[src/rtl/cmd_arbiter_if.sv]
// Bundle of requester-side and cmd_logic-side signals around the SD CMD-line arbiter.
// The master modport is the environment (requesters + cmd_logic); slave is the arbiter.
interface cmd_arbiter_if #(
  parameter int NumReq = 3
);
  logic                   clk_en_p_i;
  logic                   abort_i;
  logic [NumReq-1:0]      req_valid_i;
  logic [NumReq*6-1:0]    req_cmd_i;
  logic [NumReq*32-1:0]   req_arg_i;
  logic [NumReq*2-1:0]    req_rsp_type_i;
  logic [NumReq-1:0]      req_ready_o;
  logic [NumReq-1:0]      done_o;
  logic                   done_err_o;
  logic [5:0]             cmd_o;
  logic [31:0]            arg_o;
  logic [1:0]             rsp_type_o;
  logic                   cmd_valid_o;
  logic                   cmd_ready_i;
  logic                   cmd_done_i;
  logic                   result_valid_i;
  logic                   rsp_err_i;
  logic                   timeout_i;
  logic [NumReq-1:0]      grant_o;
  logic                   busy_o;

  modport master (
    output clk_en_p_i, abort_i, req_valid_i, req_cmd_i, req_arg_i, req_rsp_type_i,
           cmd_ready_i, cmd_done_i, result_valid_i, rsp_err_i, timeout_i,
    input  req_ready_o, done_o, done_err_o, cmd_o, arg_o, rsp_type_o, cmd_valid_o,
           grant_o, busy_o
  );

  modport slave (
    input  clk_en_p_i, abort_i, req_valid_i, req_cmd_i, req_arg_i, req_rsp_type_i,
           cmd_ready_i, cmd_done_i, result_valid_i, rsp_err_i, timeout_i,
    output req_ready_o, done_o, done_err_o, cmd_o, arg_o, rsp_type_o, cmd_valid_o,
           grant_o, busy_o
  );
endinterface

[src/rtl/cmd_arbiter.sv]
// Fixed-priority arbiter sharing one SD CMD-line engine between NumReq requesters,
// with an NCC idle gap (counted in sd_clk enables) between commands.
module cmd_arbiter #(
  parameter int NumReq    = 3,
  parameter int NccCycles = 8
) (
  input logic         clk_i,
  input logic         rst_ni,
  cmd_arbiter_if.slave bus
);

  localparam int              CntW    = $clog2(NccCycles + 1);
  localparam logic [CntW-1:0] CntLast = CntW'(NccCycles - 1);
  localparam logic [CntW-1:0] CntMax  = CntW'(NccCycles);
  localparam logic [1:0]      RspNone = 2'b00;

  typedef enum logic [1:0] {Idle, Issue, Wait, Gap} state_e;

  state_e              state_q, state_d;
  logic [NumReq-1:0]   grant_q, grant_d;
  logic [NumReq-1:0]   req_ready_q, req_ready_d;
  logic [NumReq-1:0]   done_q, done_d;
  logic                done_err_q, done_err_d;
  logic [5:0]          cmd_q, cmd_d;
  logic [31:0]         arg_q, arg_d;
  logic [1:0]          rsp_type_q, rsp_type_d;
  logic                cmd_valid_q, cmd_valid_d;
  logic                busy_q, busy_d;
  logic [CntW-1:0]     cnt_q, cnt_d;

  logic [NumReq-1:0]   pick;
  logic                end_evt;
  logic                end_err;

  // Isolate the lowest set bit: index 0 has the highest priority.
  function automatic logic [NumReq-1:0] lowest_onehot(input logic [NumReq-1:0] v);
    return v & (~v + NumReq'(1));
  endfunction

  always_comb begin
    state_d     = state_q;
    grant_d     = grant_q;
    req_ready_d = '0;
    done_d      = '0;
    done_err_d  = 1'b0;
    cmd_d       = cmd_q;
    arg_d       = arg_q;
    rsp_type_d  = rsp_type_q;
    cmd_valid_d = cmd_valid_q;
    cnt_d       = cnt_q;
    pick        = lowest_onehot(bus.req_valid_i);
    end_evt     = 1'b0;
    end_err     = 1'b0;

    if (bus.abort_i) begin
      state_d     = Idle;
      grant_d     = '0;
      cmd_valid_d = 1'b0;
      cnt_d       = '0;
    end else begin
      unique case (state_q)
        Idle: begin
          if (|bus.req_valid_i) begin
            for (int i = 0; i < NumReq; i++) begin
              if (pick[i]) begin
                cmd_d      = bus.req_cmd_i[i*6 +: 6];
                arg_d      = bus.req_arg_i[i*32 +: 32];
                rsp_type_d = bus.req_rsp_type_i[i*2 +: 2];
              end
            end
            grant_d     = pick;
            cmd_valid_d = 1'b1;
            state_d     = Issue;
          end
        end
        Issue: begin
          if (cmd_valid_q && bus.cmd_ready_i) begin
            req_ready_d = grant_q;
            cmd_valid_d = 1'b0;
            state_d     = Wait;
          end
        end
        Wait: begin
          // A timeout wins over a same-cycle result.
          if (rsp_type_q == RspNone) begin
            end_evt = bus.cmd_done_i;
          end else if (bus.timeout_i) begin
            end_evt = 1'b1;
            end_err = 1'b1;
          end else if (bus.result_valid_i) begin
            end_evt = 1'b1;
            end_err = bus.rsp_err_i;
          end
          if (end_evt) begin
            done_d     = grant_q;
            done_err_d = end_err;
            cnt_d      = '0;
            state_d    = Gap;
          end
        end
        Gap: begin
          if (bus.clk_en_p_i) begin
            if (cnt_q == CntLast) begin
              state_d = Idle;
              grant_d = '0;
            end else if (cnt_q != CntMax) begin
              cnt_d = cnt_q + 1'b1;
            end
          end
        end
        default: state_d = Idle;
      endcase
    end

    busy_d = (state_d != Idle);
  end

  always_ff @(posedge clk_i or negedge rst_ni) begin
    if (!rst_ni) begin
      state_q     <= Idle;
      grant_q     <= '0;
      req_ready_q <= '0;
      done_q      <= '0;
      done_err_q  <= 1'b0;
      cmd_q       <= '0;
      arg_q       <= '0;
      rsp_type_q  <= '0;
      cmd_valid_q <= 1'b0;
      busy_q      <= 1'b0;
      cnt_q       <= '0;
    end else begin
      state_q     <= state_d;
      grant_q     <= grant_d;
      req_ready_q <= req_ready_d;
      done_q      <= done_d;
      done_err_q  <= done_err_d;
      cmd_q       <= cmd_d;
      arg_q       <= arg_d;
      rsp_type_q  <= rsp_type_d;
      cmd_valid_q <= cmd_valid_d;
      busy_q      <= busy_d;
      cnt_q       <= cnt_d;
    end
  end

  assign bus.grant_o     = grant_q;
  assign bus.req_ready_o = req_ready_q;
  assign bus.done_o      = done_q;
  assign bus.done_err_o  = done_err_q;
  assign bus.cmd_o       = cmd_q;
  assign bus.arg_o       = arg_q;
  assign bus.rsp_type_o  = rsp_type_q;
  assign bus.cmd_valid_o = cmd_valid_q;
  assign bus.busy_o      = busy_q;

endmodule

[src/flat_wrapper.sv]
// flat-port wrapper written by rule: the top's interface ports become plain ports
module cmd_arbiter_flat 
#(
  parameter int NumReq    = 3,
  parameter int NccCycles = 8
)
  (clk_i, rst_ni, bus_clk_en_p_i, bus_abort_i, bus_req_valid_i, bus_req_cmd_i, bus_req_arg_i, bus_req_rsp_type_i, bus_cmd_ready_i, bus_cmd_done_i, bus_result_valid_i, bus_rsp_err_i, bus_timeout_i, bus_req_ready_o, bus_done_o, bus_done_err_o, bus_cmd_o, bus_arg_o, bus_rsp_type_o, bus_cmd_valid_o, bus_grant_o, bus_busy_o);
  cmd_arbiter_if #(.NumReq(NumReq)) bus_i ();
  input logic clk_i;
  input logic rst_ni;
  input wire logic [$bits(bus_i.clk_en_p_i)-1:0] bus_clk_en_p_i;
  input wire logic [$bits(bus_i.abort_i)-1:0] bus_abort_i;
  input wire logic [$bits(bus_i.req_valid_i)-1:0] bus_req_valid_i;
  input wire logic [$bits(bus_i.req_cmd_i)-1:0] bus_req_cmd_i;
  input wire logic [$bits(bus_i.req_arg_i)-1:0] bus_req_arg_i;
  input wire logic [$bits(bus_i.req_rsp_type_i)-1:0] bus_req_rsp_type_i;
  input wire logic [$bits(bus_i.cmd_ready_i)-1:0] bus_cmd_ready_i;
  input wire logic [$bits(bus_i.cmd_done_i)-1:0] bus_cmd_done_i;
  input wire logic [$bits(bus_i.result_valid_i)-1:0] bus_result_valid_i;
  input wire logic [$bits(bus_i.rsp_err_i)-1:0] bus_rsp_err_i;
  input wire logic [$bits(bus_i.timeout_i)-1:0] bus_timeout_i;
  output wire logic [$bits(bus_i.req_ready_o)-1:0] bus_req_ready_o;
  output wire logic [$bits(bus_i.done_o)-1:0] bus_done_o;
  output wire logic [$bits(bus_i.done_err_o)-1:0] bus_done_err_o;
  output wire logic [$bits(bus_i.cmd_o)-1:0] bus_cmd_o;
  output wire logic [$bits(bus_i.arg_o)-1:0] bus_arg_o;
  output wire logic [$bits(bus_i.rsp_type_o)-1:0] bus_rsp_type_o;
  output wire logic [$bits(bus_i.cmd_valid_o)-1:0] bus_cmd_valid_o;
  output wire logic [$bits(bus_i.grant_o)-1:0] bus_grant_o;
  output wire logic [$bits(bus_i.busy_o)-1:0] bus_busy_o;
  assign bus_i.clk_en_p_i = bus_clk_en_p_i;
  assign bus_i.abort_i = bus_abort_i;
  assign bus_i.req_valid_i = bus_req_valid_i;
  assign bus_i.req_cmd_i = bus_req_cmd_i;
  assign bus_i.req_arg_i = bus_req_arg_i;
  assign bus_i.req_rsp_type_i = bus_req_rsp_type_i;
  assign bus_i.cmd_ready_i = bus_cmd_ready_i;
  assign bus_i.cmd_done_i = bus_cmd_done_i;
  assign bus_i.result_valid_i = bus_result_valid_i;
  assign bus_i.rsp_err_i = bus_rsp_err_i;
  assign bus_i.timeout_i = bus_timeout_i;
  assign bus_req_ready_o = bus_i.req_ready_o;
  assign bus_done_o = bus_i.done_o;
  assign bus_done_err_o = bus_i.done_err_o;
  assign bus_cmd_o = bus_i.cmd_o;
  assign bus_arg_o = bus_i.arg_o;
  assign bus_rsp_type_o = bus_i.rsp_type_o;
  assign bus_cmd_valid_o = bus_i.cmd_valid_o;
  assign bus_grant_o = bus_i.grant_o;
  assign bus_busy_o = bus_i.busy_o;
  cmd_arbiter #(.NumReq(NumReq), .NccCycles(NccCycles)) u_core (.clk_i(clk_i), .rst_ni(rst_ni), .bus(bus_i));
endmodule
[config.mk]
export PLATFORM = sky130hd
export DESIGN_NAME = cmd_arbiter_flat
export DESIGN_NICKNAME = d
export VERILOG_FILES = /design/src/rtl/cmd_arbiter_if.sv /design/src/rtl/cmd_arbiter.sv /design/src/flat_wrapper.sv
export SDC_FILE = /design/constraint.sdc
export NUM_CORES = 1
export LEC_CHECK = 0
export ABC_CLOCK_PERIOD_IN_PS = 1430
export CAP_MARGIN = 5
export CORE_AREA = 10 10 101 103
export CTS_BUF_LIST = sky130_fd_sc_hd__clkbuf_4 sky130_fd_sc_hd__clkbuf_8 sky130_fd_sc_hd__clkbuf_16
export DETAILED_ROUTE_END_ITERATION = 7
export DIE_AREA = 0 0 111 113
export DONT_BUFFER_PORTS = 1
export GPL_TIMING_DRIVEN = 0
export RECOVER_POWER = 50
export SLEW_MARGIN = 10
export SYNTH_ARGS = -nofsm -noshare
export SYNTH_HDL_FRONTEND = slang
export SYNTH_SLANG_ARGS = --single-unit
[constraint.sdc]
create_clock -name clk_i -period 1.43 [get_ports clk_i]
set_input_delay 0.143 -clock clk_i [delete_from_list [all_inputs] [get_ports clk_i]]
set_output_delay 0.143 -clock clk_i [all_outputs]
set_load 0.005 [all_outputs]
After elaboration in Yosys (flattened, before gate mapping)
Index checks and enable logic that the tools add are counted.
W data, S select, Z words.
{"block": "totals", "register_bits": 58, "latch_bits": 0, "ramBits": 0, "mem_bits_ro": 0, "in_bits": 132, "elab_cells": 89, "memories": 0}
{"block": "op_classes", "n_addsub": 2, "mul": 0, "div": 0, "magnitude_cmp": 0, "eq_ne": 12, "shift": 0, "mux": 48, "bitwise_logic": 3, "n_reduce_logical": 13}
{"op": "$mux W32", "n": 3}
{"op": "$mux W3", "n": 10}
{"op": "$mux W4", "n": 5}
{"op": "$mux W2", "n": 9}
{"op": "$mux W6", "n": 3}
{"op": "$ne A3 B2 Y1 const B", "n": 5}
{"op": "$mux W1", "n": 14}
{"op": "$reduce_bool A3 Y1", "n": 4}
{"op": "$pmux W2 S4", "n": 1}
{"op": "$pmux W4 S2", "n": 1}
{"op": "$reduce_and A4 Y1", "n": 2}
{"op": "$ne A3 B3 Y1 const B", "n": 2}
{"op": "$pmux W3 S2", "n": 1}
{"op": "$reduce_and A5 Y1", "n": 1}
{"op": "$add A4 B1 Y4 const B", "n": 1}
{"op": "$eq A2 B2 Y1 const B", "n": 2}
{"op": "$eq A4 B3 Y1 const B", "n": 1}
{"op": "$logic_not A2 Y1", "n": 2}
{"op": "$ne A4 B4 Y1 const B", "n": 1}
{"op": "$add A3 B1 Y3 const B", "n": 1}
{"op": "$and A3 B3 Y3", "n": 1}
{"op": "$not A3 Y3", "n": 1}
{"op": "$reduce_and A3 Y1", "n": 1}
{"op": "$reduce_or A3 Y1", "n": 1}
{"op": "other kinds (5)", "n": 5}

Longest topological paths before layout
{"block": "depth", "ltp_word": 9, "mapped_depth": 6, "mapped_depth_nobuf": 6}

Worst setup path after synthesis
OpenSTA, ideal clock, no wires.
{"block": "synth_timing", "path_kind": "reg-to-reg", "startpoint": "reg u_core.state_q[1]", "endpoint": "reg u_core.arg_q[0] (netlist: u_core.bus.arg_o[0])", "setup_time_ps": 125, "arrival_ps": 1303, "required_time_ps": 1305, "path_slack_ps": 3, "stages_incl_launch_ff": 4, "cell_sequence": "dfrtp_1 -> nor4_2 -> buf_2 -> mux2_2"}
{"block": "synth_via", "elab_chain_len": 2}
{"element": "start, declared", "line": "cmd_arbiter.sv:19", "rtl": "state_e state_q, state_d;"}
{"element": "start signal, assigned", "line": "cmd_arbiter.sv:120", "rtl": "state_q <= Idle;"}
{"element": "start signal, assigned", "line": "cmd_arbiter.sv:132", "rtl": "state_q <= state_d;"}
{"element": "$logic_not A2 Y1", "line": "cmd_arbiter.sv:61", "rtl": "unique case (state_q)"}
{"element": "$reduce_and A4 Y1 (no source line)"}
{"element": "end signal, assigned", "line": "cmd_arbiter.sv:138", "rtl": "arg_q <= arg_d;"}
{"element": "end, declared", "line": "cmd_arbiter.sv:25", "rtl": "logic [31:0] arg_q, arg_d;"}
Every way passes these cells.
A chain may end at the register's enable or synchronous reset.

Final worst setup path
{"block": "layout_timing", "startpoint": "reg u_core.rsp_type_q[0] (netlist: u_core.bus.rsp_type_o[0])", "endpoint": "reg u_core.done_q[2] (netlist: u_core.bus.done_o[2])"}
{"block": "layout_via", "elab_chain_len": 7}
{"element": "start, declared", "line": "cmd_arbiter.sv:26", "rtl": "logic [1:0] rsp_type_q, rsp_type_d;"}
{"element": "start signal, assigned", "line": "cmd_arbiter.sv:139", "rtl": "rsp_type_q <= rsp_type_d;"}
{"element": "$logic_not A2 Y1", "line": "cmd_arbiter.sv:85", "rtl": "if (rsp_type_q == RspNone) begin"}
{"element": "$mux W1", "line": "cmd_arbiter.sv:85"}
{"element": "$mux W1", "line": "cmd_arbiter.sv:61"}
{"element": "$mux W1", "line": "cmd_arbiter.sv:55", "rtl": "if (bus.abort_i) begin"}
{"element": "$mux W3", "line": "cmd_arbiter.sv:94", "rtl": "if (end_evt) begin"}
{"element": "$mux W3", "line": "cmd_arbiter.sv:61"}
{"element": "$mux W3", "line": "cmd_arbiter.sv:55"}
{"element": "net u_core.done_d[2]", "line": "cmd_arbiter.sv:22", "rtl": "logic [NumReq-1:0] done_q, done_d;"}
{"element": "end signal, assigned", "line": "cmd_arbiter.sv:135", "rtl": "done_q <= done_d;"}
{"element": "end, declared", "line": "cmd_arbiter.sv:22"}
The timed path passes the listed nets, and every way through them passes these cells. The select of a mux whose other input is x is not followed.

==> results_dict.tcl <==
set metrics [dict create \
    violations "negative hold slack, negative setup slack" \
    synth_nets 443 \
    cts.sinks 58 \
    setup_violations 51 \
    clk_latency_ns 0.33 \
    synthTopCellsByArea "dfrtp_1, mux2_2, mux2i_1, nand2_1, o21ai_0" \
    syn-mean-instance-area_sq_um 10.5 \
    htree_levels 3 \
    fin_nets 472 \
    grt_max_degree 59 \
    firstDrtPassIters 4 \
    reg2reg_depth 5 \
    cts_root_buf "clkbuf_8" \
    synth-warning-count 0 \
    synth.top_cell.area_share 0.449 \
    antennaDiodeCount 0 \
    endpoint "u_core.bus.done_o[2]$_DFF_PN0_" \
    post-route-min-period_ns 1.59 \
    rows 33 \
    arrival_ns 1.86 \
    grt_pass1_vias 2732 \
    cts_tree "yes" \
    vias 2441 \
    avgRoutedWirePerCell_um 23.5 \
    io_pins 184 \
    cts_buffers 9 \
    core_sq_mm 0.00813 \
    min_period_over_period 1.11 \
    rsz0062_at_grt "yes" \
    port_buffers 0 \
    maxCapViolCount 0 \
    worst_pin_slew_ns 0.511 \
    skew_ns 0.00520 \
    start_util 0.397 \
    worstPathRequired_ns 1.70 \
    die-area_sq_mm 0.0125 \
    initialDrtViolationCount 71 \
    drv_slew 0 \
    cp_max_fo 5 \
    routabilityCongestion 0.841 \
    critPathCaptureType "flip-flop" \
    leakagePower_nw 1.89 \
    die_y_um 113 \
    antenna_found_initial 0 \
    reg2reg_from "u_core.bus.rsp_type_o[0]$_DFFE_PN0P_" \
    clk_path_buf_depth 2 \
    finish.instance_area_sq_mm 0.00403 \
    fp.dieW_um 111 \
    maxSlewHeadroom 0.658 \
    crit_start "u_core.bus.rsp_type_o[0]$_DFFE_PN0P_" \
    grt_overflow 0 \
    yosys-top-cells-count "dfrtp_1, nand2_1, mux2i_1" \
    fin_hold_ws_ns -0.495 \
    ant_nets 0 \
    synth_area_sq_mm 0.00323 \
    cp-start-kind "flip-flop" \
    outcome "complete, but fails checks" \
    vias_per_cell 5.46 \
    ir_worst_vdd_mv 0.454 \
    synth_edf_count 0 \
    drive_above_1_share 0.307 \
    clkTransAtPathRegs_ns 0.07 \
    hp-class "input pin to async pin" \
    grt_pass1_wl_mm 16.2 \
    ys_types 42 \
    reg2reg_slack_ns -0.16 \
    syn_inst 309 \
    synth.most_common_cell "dfrtp_1" \
    hpwl_mm 7.72 \
    multiInputGateArea_sq_mm 0.00188 \
    fmax_mhz 630 \
    synthArstFlopShare 1.00 \
    synth-seq-cells 58 \
    critPathKind "flip-flop to flip-flop" \
    syn2layout_area_growth_pct 24.8 \
    ff_latch_area_sq_mm 0.00146 \
    final-hold-violation-count 58 \
    fin_ws_ns -0.157 \
    n_fill_cell 741 \
    drc_errors 0 \
    p_per_area_mw_per_mm2 1230 \
    wirelength_mm 10.5 \
    dpl_cell_area_sq_mm 0.00336 \
    yosys.area.top_type "dfrtp_1" \
    place_ws_ns -0.485 \
    rr_endpoint "u_core.bus.done_o[2]$_DFF_PN0_" \
    synth_flop_cell "dfrtp_1" \
    synth_seq_area_share 0.449 \
    grt_usage 0.159 \
]
## layout make-up
cell class | count | area share
tap | 105 | 0.0326
clock buffer | 13 | 0.0444
buffer | 18 | 0.0360
timing repair buffer | 20 | 0.0555
multi-input combinational | 228 | 0.466
sequential | 58 | 0.361
inverter | 3 | 0.00279
clock inverter | 2 | 0.00248
## critical path, stage by stage, from the launching register on
cell and delay, ns:
dfrtp_2 0.48, or3b_4 0.41, a21oi_4 0.18, and3b_2 0.24
buf_6 0.10, and2_4 0.13
## per-stage QoR
stage	total power [mW]	TNS [ns]	std cells	hold slack, ns	utilization
3_3_place_gp	3.07	-19.07	414	-0.150	0.414
4_1_cts	4.97	-4.58	443	-0.513	0.491
5_1_grt	5.23	-8.19	447	-0.525	0.496
3_5_place_dp	3.11	-19.55	414	-0.150	0.414
6_report	4.94	-4.24	447	-0.495	0.496
2_1_floorplan	2.85	0	309	-0.153	-
## cells in the final DEF, fill, tap and decap left out, types with 2 or more instances in the layout
cell,instances
dfrtp_1,55
nand2_1,48
mux2i_1,43
mux2_4,38
o21ai_0,34
clkbuf_8,13
buf_4,12
o21ai_1,9
buf_6,8
nor2_1,8
buf_8,7
and2_1,7
clkbuf_1,7
a21oi_1,6
inv_1,3
nand2b_1,3
dfrtp_2,3
and2_4,2
nor3_1,2
nor3b_4,2
mux2_2,2
clkinv_2,2
## per-layer routing
| metal | wire (um) | track usage | vias to the layer above | part of all wire |
|---|---|---|---|---|
| met5 | 0 | 0 | - | 0 |
| met4 | 66 | 0.0356 | 0 | 0.0063 |
| met3 | 996 | 0.0713 | 5 | 0.095 |
| met2 | 5270 | 0.270 | 124 | 0.50 |
| met1 | 4180 | 0.180 | 1174 | 0.40 |
| li1 | - | - | 1138 | - |
## state kept, by name, indices dropped and copies added (netlist names)
| name | flops |
|---|---|
| u_core.bus.arg_o | 32 |
| u_core.bus.cmd_o | 6 |
| u_core.cnt_q | 4 |
| u_core.bus.done_o | 3 |
| u_core.bus.grant_o | 3 |
| u_core.bus.req_ready_o | 3 |
| u_core.bus.rsp_type_o | 2 |
| u_core.state_q | 2 |
| u_core.bus.busy_o | 1 |
| u_core.bus.cmd_valid_o | 1 |
| u_core.bus.done_err_o | 1 |
## how the worst min path moves through the flow
stage                       from                              end  cells past startpoint
after global placement    rst_ni  u_core.bus.arg_o[6]$_DFFE_PN0P_                      0
after floorplan           rst_ni  u_core.bus.arg_o[0]$_DFFE_PN0P_                      0
final                     rst_ni  u_core.bus.arg_o[8]$_DFFE_PN0P_                      0
after CTS                 rst_ni  u_core.bus.arg_o[6]$_DFFE_PN0P_                      0
after global routing      rst_ni  u_core.bus.arg_o[6]$_DFFE_PN0P_                      0
after detailed placement  rst_ni  u_core.bus.arg_o[6]$_DFFE_PN0P_                      0
## cell families after synthesis
kind of cell / after synthesis / synth area share
AO/OA/AOI/OAI: 60 / 0.104
XOR/XNOR: 1 / 0.00271
adder cells (fa/ha/maj): 2 / 0.00774
buffers and inverters: 23 / 0.0399
flip-flops: 58 / 0.449
multiplexers: 83 / 0.272
AND/OR/NAND/NOR: 82 / 0.124
## power by group
| group | internal (mW) | switching (mW) |
|---|---|---|
| Combinational | 0.746 | 0.404 |
| Clock | 0.804 | 0.649 |
| Sequential | 1.99 | 0.352 |
## what timing repair did
| item | in CTS | in global routing |
|---|---|---|
| hold endpoints to repair | 58 | 58 |
| setup endpoints to repair | 52 | 56 |
| resized for setup | 62 | 31 |
| cloned | 4 | 0 |
| pin swaps | 10 | 6 |
| setup buffers | 10 | 11 |
Note: power is estimated with default switching activity, not from simulation.
